==> src/rtl/serial_pkg.sv <==
// Shared types and width helpers for the bit serializer.
package serial_pkg;

   typedef enum logic [1:0] {
      ST_IDLE  = 2'd0,
      ST_SHIFT = 2'd1,
      ST_GAP   = 2'd2
   } state_t;

   // Bits needed to count 0..width-1; never less than one.
   function automatic int bitcnt_w(input int width);
      int w;
      w = 1;
      for (int i = 0; i < 6; i++) begin
         if ((1 << w) < width) w = w + 1;
      end
      return w;
   endfunction

endpackage

==> src/rtl/bit_serializer_if.sv <==
// Parallel-word valid/ready handshake feeding the serializer.
interface bit_serializer_if #(
   parameter int WIDTH = 5
);
   logic [WIDTH-1:0] din;
   logic             din_valid;
   logic             din_ready;

   modport master (output din, output din_valid, input din_ready);
   modport slave  (input din, input din_valid, output din_ready);
endinterface

==> src/rtl/skid_hold.sv <==
// One-entry holding register: accepts a word when empty, releases it on drain.
module skid_hold #(
   parameter int WIDTH = 5
) (
   input  logic             clk,
   input  logic             rst,
   input  logic [WIDTH-1:0] i_din,
   input  logic             i_valid,
   output logic             o_ready,
   input  logic             i_drain,
   output logic [WIDTH-1:0] o_data,
   output logic             o_full
);

   logic             r_full;
   logic [WIDTH-1:0] r_data;
   logic             w_accept;

   // Accept needs an empty entry and drain needs a full one, so they never coincide.
   assign w_accept = i_valid && !r_full;

   always_ff @(posedge clk or negedge rst) begin
      if (!rst) begin
         r_full <= 1'b0;
      end else if (w_accept) begin
         r_full <= 1'b1;
      end else if (i_drain) begin
         r_full <= 1'b0;
      end
   end

   always_ff @(posedge clk) begin
      if (w_accept) r_data <= i_din;
   end

   assign o_ready = !r_full;
   assign o_data  = r_data;
   assign o_full  = r_full;

endmodule

==> src/rtl/bit_serializer.sv <==
// Parallel-to-serial stage: buffers one word and shifts it out a bit per clock.
module bit_serializer
   import serial_pkg::*;
#(
   parameter int WIDTH     = 5,
   parameter int MSB_FIRST = 1,
   parameter int GAP       = 0
) (
   input  logic              clk,
   input  logic              rst,
   bit_serializer_if.slave   s_in,
   output logic              a,
   output logic              a_valid,
   output logic              word_done,
   output logic              busy
);

   localparam int                   BITCNT_W = bitcnt_w(WIDTH);
   localparam logic [BITCNT_W-1:0]  BIT_LAST = BITCNT_W'(WIDTH - 1);
   localparam logic [3:0]           GAP_LAST = (GAP > 0) ? 4'(GAP - 1) : 4'd0;

   state_t              r_state;
   state_t              w_next;
   logic [BITCNT_W-1:0] r_bit_cnt;
   logic [3:0]          r_gap_cnt;
   logic [WIDTH-1:0]    r_shift;
   logic [WIDTH-1:0]    w_hold;
   logic                w_full;
   logic                w_last;
   logic                w_gap_end;
   logic                w_load;
   logic                w_bit;

   skid_hold #(.WIDTH(WIDTH)) u_hold (
      .clk     (clk),
      .rst     (rst),
      .i_din   (s_in.din),
      .i_valid (s_in.din_valid),
      .o_ready (s_in.din_ready),
      .i_drain (w_load),
      .o_data  (w_hold),
      .o_full  (w_full)
   );

   assign w_last    = (r_state == ST_SHIFT) && (r_bit_cnt == BIT_LAST);
   assign w_gap_end = (r_state == ST_GAP) && (r_gap_cnt == GAP_LAST);

   always_ff @(posedge clk or negedge rst) begin
      if (!rst) r_state <= ST_IDLE;
      else      r_state <= w_next;
   end

   always_comb begin
      w_next = r_state;
      case (r_state)
         ST_IDLE:  if (w_full) w_next = ST_SHIFT;
         ST_SHIFT: begin
            if (w_last) begin
               if (GAP > 0)     w_next = ST_GAP;
               else if (w_full) w_next = ST_SHIFT;
               else             w_next = ST_IDLE;
            end
         end
         ST_GAP:   if (w_gap_end) w_next = w_full ? ST_SHIFT : ST_IDLE;
         default:  w_next = ST_IDLE;
      endcase
   end

   // A reload happens on every entry into SHIFT, including SHIFT->SHIFT at a word boundary.
   assign w_load = w_full && (w_next == ST_SHIFT) && ((r_state != ST_SHIFT) || w_last);

   always_ff @(posedge clk or negedge rst) begin
      if (!rst) begin
         r_bit_cnt <= '0;
         r_gap_cnt <= '0;
      end else begin
         if (w_load)                     r_bit_cnt <= '0;
         else if (r_state == ST_SHIFT)   r_bit_cnt <= r_bit_cnt + 1'b1;
         if (w_last)                     r_gap_cnt <= '0;
         else if (r_state == ST_GAP)     r_gap_cnt <= r_gap_cnt + 4'd1;
      end
   end

   always_ff @(posedge clk) begin
      if (w_load) begin
         r_shift <= w_hold;
      end else if (r_state == ST_SHIFT) begin
         if (MSB_FIRST != 0) r_shift <= {r_shift[WIDTH-2:0], 1'b0};
         else                r_shift <= {1'b0, r_shift[WIDTH-1:1]};
      end
   end

   assign w_bit = (MSB_FIRST != 0) ? r_shift[WIDTH-1] : r_shift[0];

   // Shift contents are not reset, so the serial bit is gated by the state.
   always_comb begin
      a_valid   = (r_state == ST_SHIFT);
      a         = (r_state == ST_SHIFT) && w_bit;
      word_done = w_last;
      busy      = (r_state != ST_IDLE) || w_full;
   end

endmodule

==> src/flat_wrapper.sv <==
// flat-port wrapper written by rule: the top's interface ports become plain ports
module bit_serializer_flat import serial_pkg::*;
#(
   parameter int WIDTH     = 5,
   parameter int MSB_FIRST = 1,
   parameter int GAP       = 0
)
  (clk, rst, a, a_valid, word_done, busy, s_in_din, s_in_din_valid, s_in_din_ready);
  bit_serializer_if #(.WIDTH(WIDTH)) s_in_i ();
  input  logic clk;
  input  logic rst;
  output logic a;
  output logic a_valid;
  output logic word_done;
  output logic busy;
  input wire logic [$bits(s_in_i.din)-1:0] s_in_din;
  input wire logic [$bits(s_in_i.din_valid)-1:0] s_in_din_valid;
  output wire logic [$bits(s_in_i.din_ready)-1:0] s_in_din_ready;
  assign s_in_i.din = s_in_din;
  assign s_in_i.din_valid = s_in_din_valid;
  assign s_in_din_ready = s_in_i.din_ready;
  bit_serializer #(.WIDTH(WIDTH), .MSB_FIRST(MSB_FIRST), .GAP(GAP)) u_core (.clk(clk), .rst(rst), .s_in(s_in_i), .a(a), .a_valid(a_valid), .word_done(word_done), .busy(busy));
endmodule
==> config.mk <==
export PLATFORM = sky130hd
export DESIGN_NAME = bit_serializer_flat
export DESIGN_NICKNAME = d
export VERILOG_FILES = /design/src/rtl/serial_pkg.sv /design/src/rtl/bit_serializer_if.sv /design/src/rtl/skid_hold.sv /design/src/rtl/bit_serializer.sv /design/src/flat_wrapper.sv
export SDC_FILE = /design/constraint.sdc
export NUM_CORES = 1
export LEC_CHECK = 0
export ABC_CLOCK_PERIOD_IN_PS = 2500
export CORE_MARGIN = 3
export CORE_UTILIZATION = 30
export DETAILED_ROUTE_END_ITERATION = 7
export PLACE_DENSITY = 0.46
export SLEW_MARGIN = 30
export SYNTH_ARGS = -nofsm -noshare
export SYNTH_HDL_FRONTEND = slang
export SYNTH_SLANG_ARGS = --single-unit
==> constraint.sdc <==
create_clock -name clk -period 2.5 [get_ports clk]
set_clock_uncertainty 0.05 [all_clocks]
set_input_delay 0.625 -clock clk [delete_from_list [all_inputs] [get_ports clk]]
set_output_delay 0.625 -clock clk [all_outputs]
set_load 0.02 [all_outputs]
; Word level (Yosys, flattened, before mapping)
; Index checks and enable logic that the tools add are counted.
[totals]
inputBits = 8
register_bits = 20
out_inout_bits = 5
[classes]
mux = 13
reduce_logical = 15
addsub = 2
eq_ne = 5
[ops]
columns = cell, n
row1 = $mux W5, 2
row2 = $mux W4, 2
row3 = $reduce_bool A2 Y1, 4
row4 = $logic_and A1 B1 Y1, 6
row5 = $mux W2, 3
row6 = $mux W3, 2
row7 = $pmux W2 S3, 1
row8 = $add A4 B1 Y4 const B, 1
row9 = $eq A2 B1 Y1 const B, 2
row10 = $logic_not A4 Y1, 1
row11 = $add A3 B1 Y3 const B, 1
row12 = $eq A3 B3 Y1 const B, 1
row13 = $mux W1, 3
row14 = $eq A2 B2 Y1 const B, 1
row15 = $logic_not A2 Y1, 1
row16 = $logic_or A1 B1 Y1, 2
row17 = $ne A2 B1 Y1 const B, 1
row18 = $logic_not A1 Y1, 1

; Longest topological paths before layout
[depth]
ltp_word = 9
mapped_depth = 5

; Cells and area by module
; Synthesis repeated with hierarchy kept, for this count alone.
[unflattened]
cells_unflattened = 76
area_unflattened_um2 = 979.7
[modules_own_cells]
columns = mod, instances, area_each_um2, cells_per_inst
row1 = bit_serializer, 1, 784.5, 67
row2 = skid_hold, 1, 195.2, 9

; Least setup slack after synthesis
; No wires, ideal clock.
[synth_path]
kind = flip-flop to output port
startpoint = register u_core.r_state[0]
endpoint = output port word_done
arrival_ns = 1.210
t_required_ns = 1.825
path_slack_ns = 0.615
path_stages_with_launch = 5
cell_sequence = dfrtp_1 clkbuf_1 nor2b_1 buf_2 and3_1
[synth_between]
elab_chain_cells = 2
[synth_rtl]
columns = item, line
row1 = from (decl), bit_serializer.sv:22  ; state_t r_state;
row2 = from (signal assigned), bit_serializer.sv:50  ; else r_state <= w_next;
row3 = $eq A2 B1 Y1, --
row4 = net a_valid, flat_wrapper.sv:13  ; output logic a_valid;
row5 = $logic_and A1 B1 Y1, bit_serializer.sv:45  ; assign w_last = (r_state == ST_SHIFT) && (r_bit_cnt == BIT_LAST);
row6 = to (decl), flat_wrapper.sv:14  ; output logic word_done;
; The timed path passes the listed nets, and every way through them passes these cells.

; Final worst setup path
[layout_path]
startpoint = register u_core.r_state[1]
endpoint = output port a
[layout_between]
elab_chain_cells = 2
[layout_rtl]
columns = item, line
row1 = $eq A2 B1 Y1, bit_serializer.sv:98  ; a = (r_state == ST_SHIFT) && w_bit;
row2 = $logic_and A1 B1 Y1, bit_serializer.sv:98
row3 = to (decl), flat_wrapper.sv:12  ; output logic a;
; Every way passes these cells.

==> results.md <==
* Placer Congestion at 0.653
* Largest area contributor in the synthesized netlist: edfxtp_1
* Remaining global-route overflow at 0
* Capturing point of the worst reg2reg path: u_core.r_shift[4]$_DFFE_PP_
* EDFF count, synth at 10
* Post-CTS setup buffer count at 0
* Register area share after synthesis at 57.4%
* Hold WS at 0.485 ns
* Hold Crit Endpoint: u_core.r_shift[0]$_SDFFCE_PN0P_
* Dpl hpwl at 1170 um
* Post-synth top area share at 31.3%
* Dominant cells by area after synthesis: edfxtp_1 31%, dfrtp_1 26%, mux2_4 6.3%
* CP required at 1.82 ns
* Worst hold start: u_core.u_hold.o_data[0]$_DFFE_PP_
* Nature of the critical path endpoint: output port
* Iter 0 DRT Violations at 16
* FF+latch count, synth at 20
* CTS H-tree depth at 1
* Area Overhead vs Synth at 24.9%
* Antenna viol nets, final at 0
* R2R Path Start: u_core.r_gap_cnt[0]$_DFFE_PN0P_
* CTS Buf Count at 3
* Die H at 62.6 um
* Via count at between 500 and 600
* Critical path cell sequence: nor2b_2 -> and2_1 -> clkdlybuf4s50_1
* Num rows at 19
* Least-Margin Pin Slew at 0.570 ns
* Vias in the first global route at 571
* Peak per-stage delay on the critical path at roughly 0.6 ns
* R2R depth at 5
* Ys async rst share at 50.0%
* IR Drop Worst-Case VDD at 0.368 mV
* Setup TNS at 0 ns
* DRC violations left at 0
* CTS tree: built
* Hold violation count in the final report at 0
* Die X at 62.6 um
* Clock transition at path regs at 0.12 ns
* CTS sink cnt at 20
* Io pins at 13
* CP arrival at roughly 1.7 ns
* Startpoint types: flop
* Hold Path Cell Cnt at 1
* Unique cell type count in the Yosys netlist at 30
* Status: complete, no violations
* Pwr Density at just over 900 nW/um^2
* R2R setup slack at 0.49 ns
* Gr usage total at 9.76%
* Most used DFF post-synth: edfxtp_1
* Fmax at 0.426 GHz
* Slowest cell on crit path: clkdlybuf4s50_1
* Synth warn at 0
* Buffers on Ports at 12
* Leakage at 0.495 nW
* Number of setup violations in the final report at 0
* Clock root buffer: clkbuf_4
* Slew headroom at 62.0%
* RSZ-0062 raised after global routing: no
* Syn Std Cell Area at 960 um^2
* Post-Syn Nets at 87
* Clock Latency Late Sink at 0.30 ns
* Tcrit/Tclk final at 93.9%
* Vias per inst at 4.35
* Antenna violations before repair at 0
* WS Path Type: flop to output port
* Die area at around 4000 um^2
* Worst Hold Class: flop to flop
* Global-route wire length before repair at 2970 um
* CORE AREA at 2900 um^2
* Hold-fix buffers, CTS at 0
* CTS Buffer Depth at 2
* Wirelength, routed at 1580 um
* Post-synth top cells: 10 x dfrtp_1, 10 x edfxtp_1, 6 x nor2_1
* Layout Nets at 104
* Gate count after technology mapping at 75
* Tmin final at 2.35 ns
* Syn Area/Cell at about 13 um^2
* Initial Util at 33.1%
* Largest net degree at the start of global routing at 13
* Final Max Tran Viols at 0
* Worst-path maximum fanout at 4
* DRT Pass-1 Iters at 4
* Max-cap violations at 0
* # diodes at 0
* Wire length per cell at approximately 12 um
* Share of cells above drive strength 1 at 17.6%
through the flow:
step | setup slack, ns | cells | utilization [%] | area (um^2) | total power [mW]
6_report | 0.154 | 133 | 41.3 | 1200 | 1.12
3_3_place_gp | 0.345 | 129 | 39.4 | 1140 | 0.873
5_1_grt | 0.0454 | 133 | 41.3 | 1200 | 1.20
4_1_cts | 0.0420 | 133 | 41.2 | 1200 | 1.14
2_1_floorplan | 0.615 | 75 | - | 960 | 0.754
3_5_place_dp | 0.331 | 129 | 39.4 | 1140 | 0.876
sequential cells by signal, indices dropped and copies added, names as in the netlist:
| register | cells |
|---|---|
| u_core.r_state | 2 |
| u_core.u_hold.o_full | 1 |
| u_core.r_shift | 5 |
| u_core.r_bit_cnt | 3 |
| u_core.r_gap_cnt | 4 |
| u_core.u_hold.o_data | 5 |
cell usage in the layout (no fill, tap or decap), types with 2 or more instances in the layout:
cell,count
clkdlybuf4s50_1,10
dfrtp_1,10
edfxtp_1,10
nor2_1,6
inv_1,4
mux2_4,4
ha_1,4
o21ai_0,3
nand2b_1,3
a21oi_1,3
clkbuf_4,3
buf_4,3
nand2_1,2
nor2b_1,2
and2_1,2
a211oi_1,2
mux2i_1,2
metal layers:
metal | vias up | track usage (%) | share of wire (%)
met5 | - | 0 | 0
met2 | 11 | 12.9 | 42
li1 | 292 | - | -
met4 | 0 | 6.61 | 3.3
met3 | 5 | 1.62 | 2.9
met1 | 271 | 14.3 | 52
report_power, final:
part	total [mW]	internal, mW	leakage, nW	switching (mW)
clock	0.263	0.162	0.0279	0.101
combinational	0.373	0.193	0.238	0.179
sequential	0.486	0.440	0.229	0.0460
what timing repair did:
item                                    CTS  global route
resized for setup                         2             1
endpoints found under the setup margin    1             1
endpoints found under the hold margin     0             0
critical path, delay by kind of cell (launching register included):
family | cells | cell delay, ns
buf+inv | 1 | 0.60
simple gates | 2 | 0.36
flops | 1 | 0.41
worst max path at each step:
stage | startpoint | end | slack [ns] | cells after the start
3_5_place_dp | u_core.r_state[1]$_DFF_PN0_ | word_done | 0.33 | 3
5_1_grt | u_core.r_state[1]$_DFF_PN0_ | a | 0.05 | 3
2_1_floorplan | u_core.r_state[0]$_DFF_PN0_ | word_done | 0.61 | 4
4_1_cts | u_core.r_state[0]$_DFF_PN0_ | busy | 0.04 | 3
3_3_place_gp | u_core.r_state[1]$_DFF_PN0_ | word_done | 0.34 | 3
6_report | u_core.r_state[1]$_DFF_PN0_ | a | 0.15 | 3
cell type report:
type | instances | area [um^2]
tap | 42 | 52.6
clock buffer | 3 | 22.5
inverter | 5 | 18.8
sequential | 20 | 551
multi-input combinational | 47 | 380
fill | 292 | 1700
clock inverter | 1 | 30.0
timing repair buffer | 15 | 144
kinds of logic (layout without fill, tap and decap cells):
kind of cell / Yosys count / in the layout / synth area share (%)
muxes: 6 / 6 / 8.34
adders and majority gates: 4 / 4 / 5.22
and+or+nand+nor: 24 / 24 / 14.7
DFF: 20 / 20 / 57.4
xor gates and xnor gates: 2 / 2 / 1.83
buffers and inverters: 8 / 24 / 3.26
AOI/OAI and AO/OA: 11 / 11 / 9.26
(Power assumes the default switching activity.)
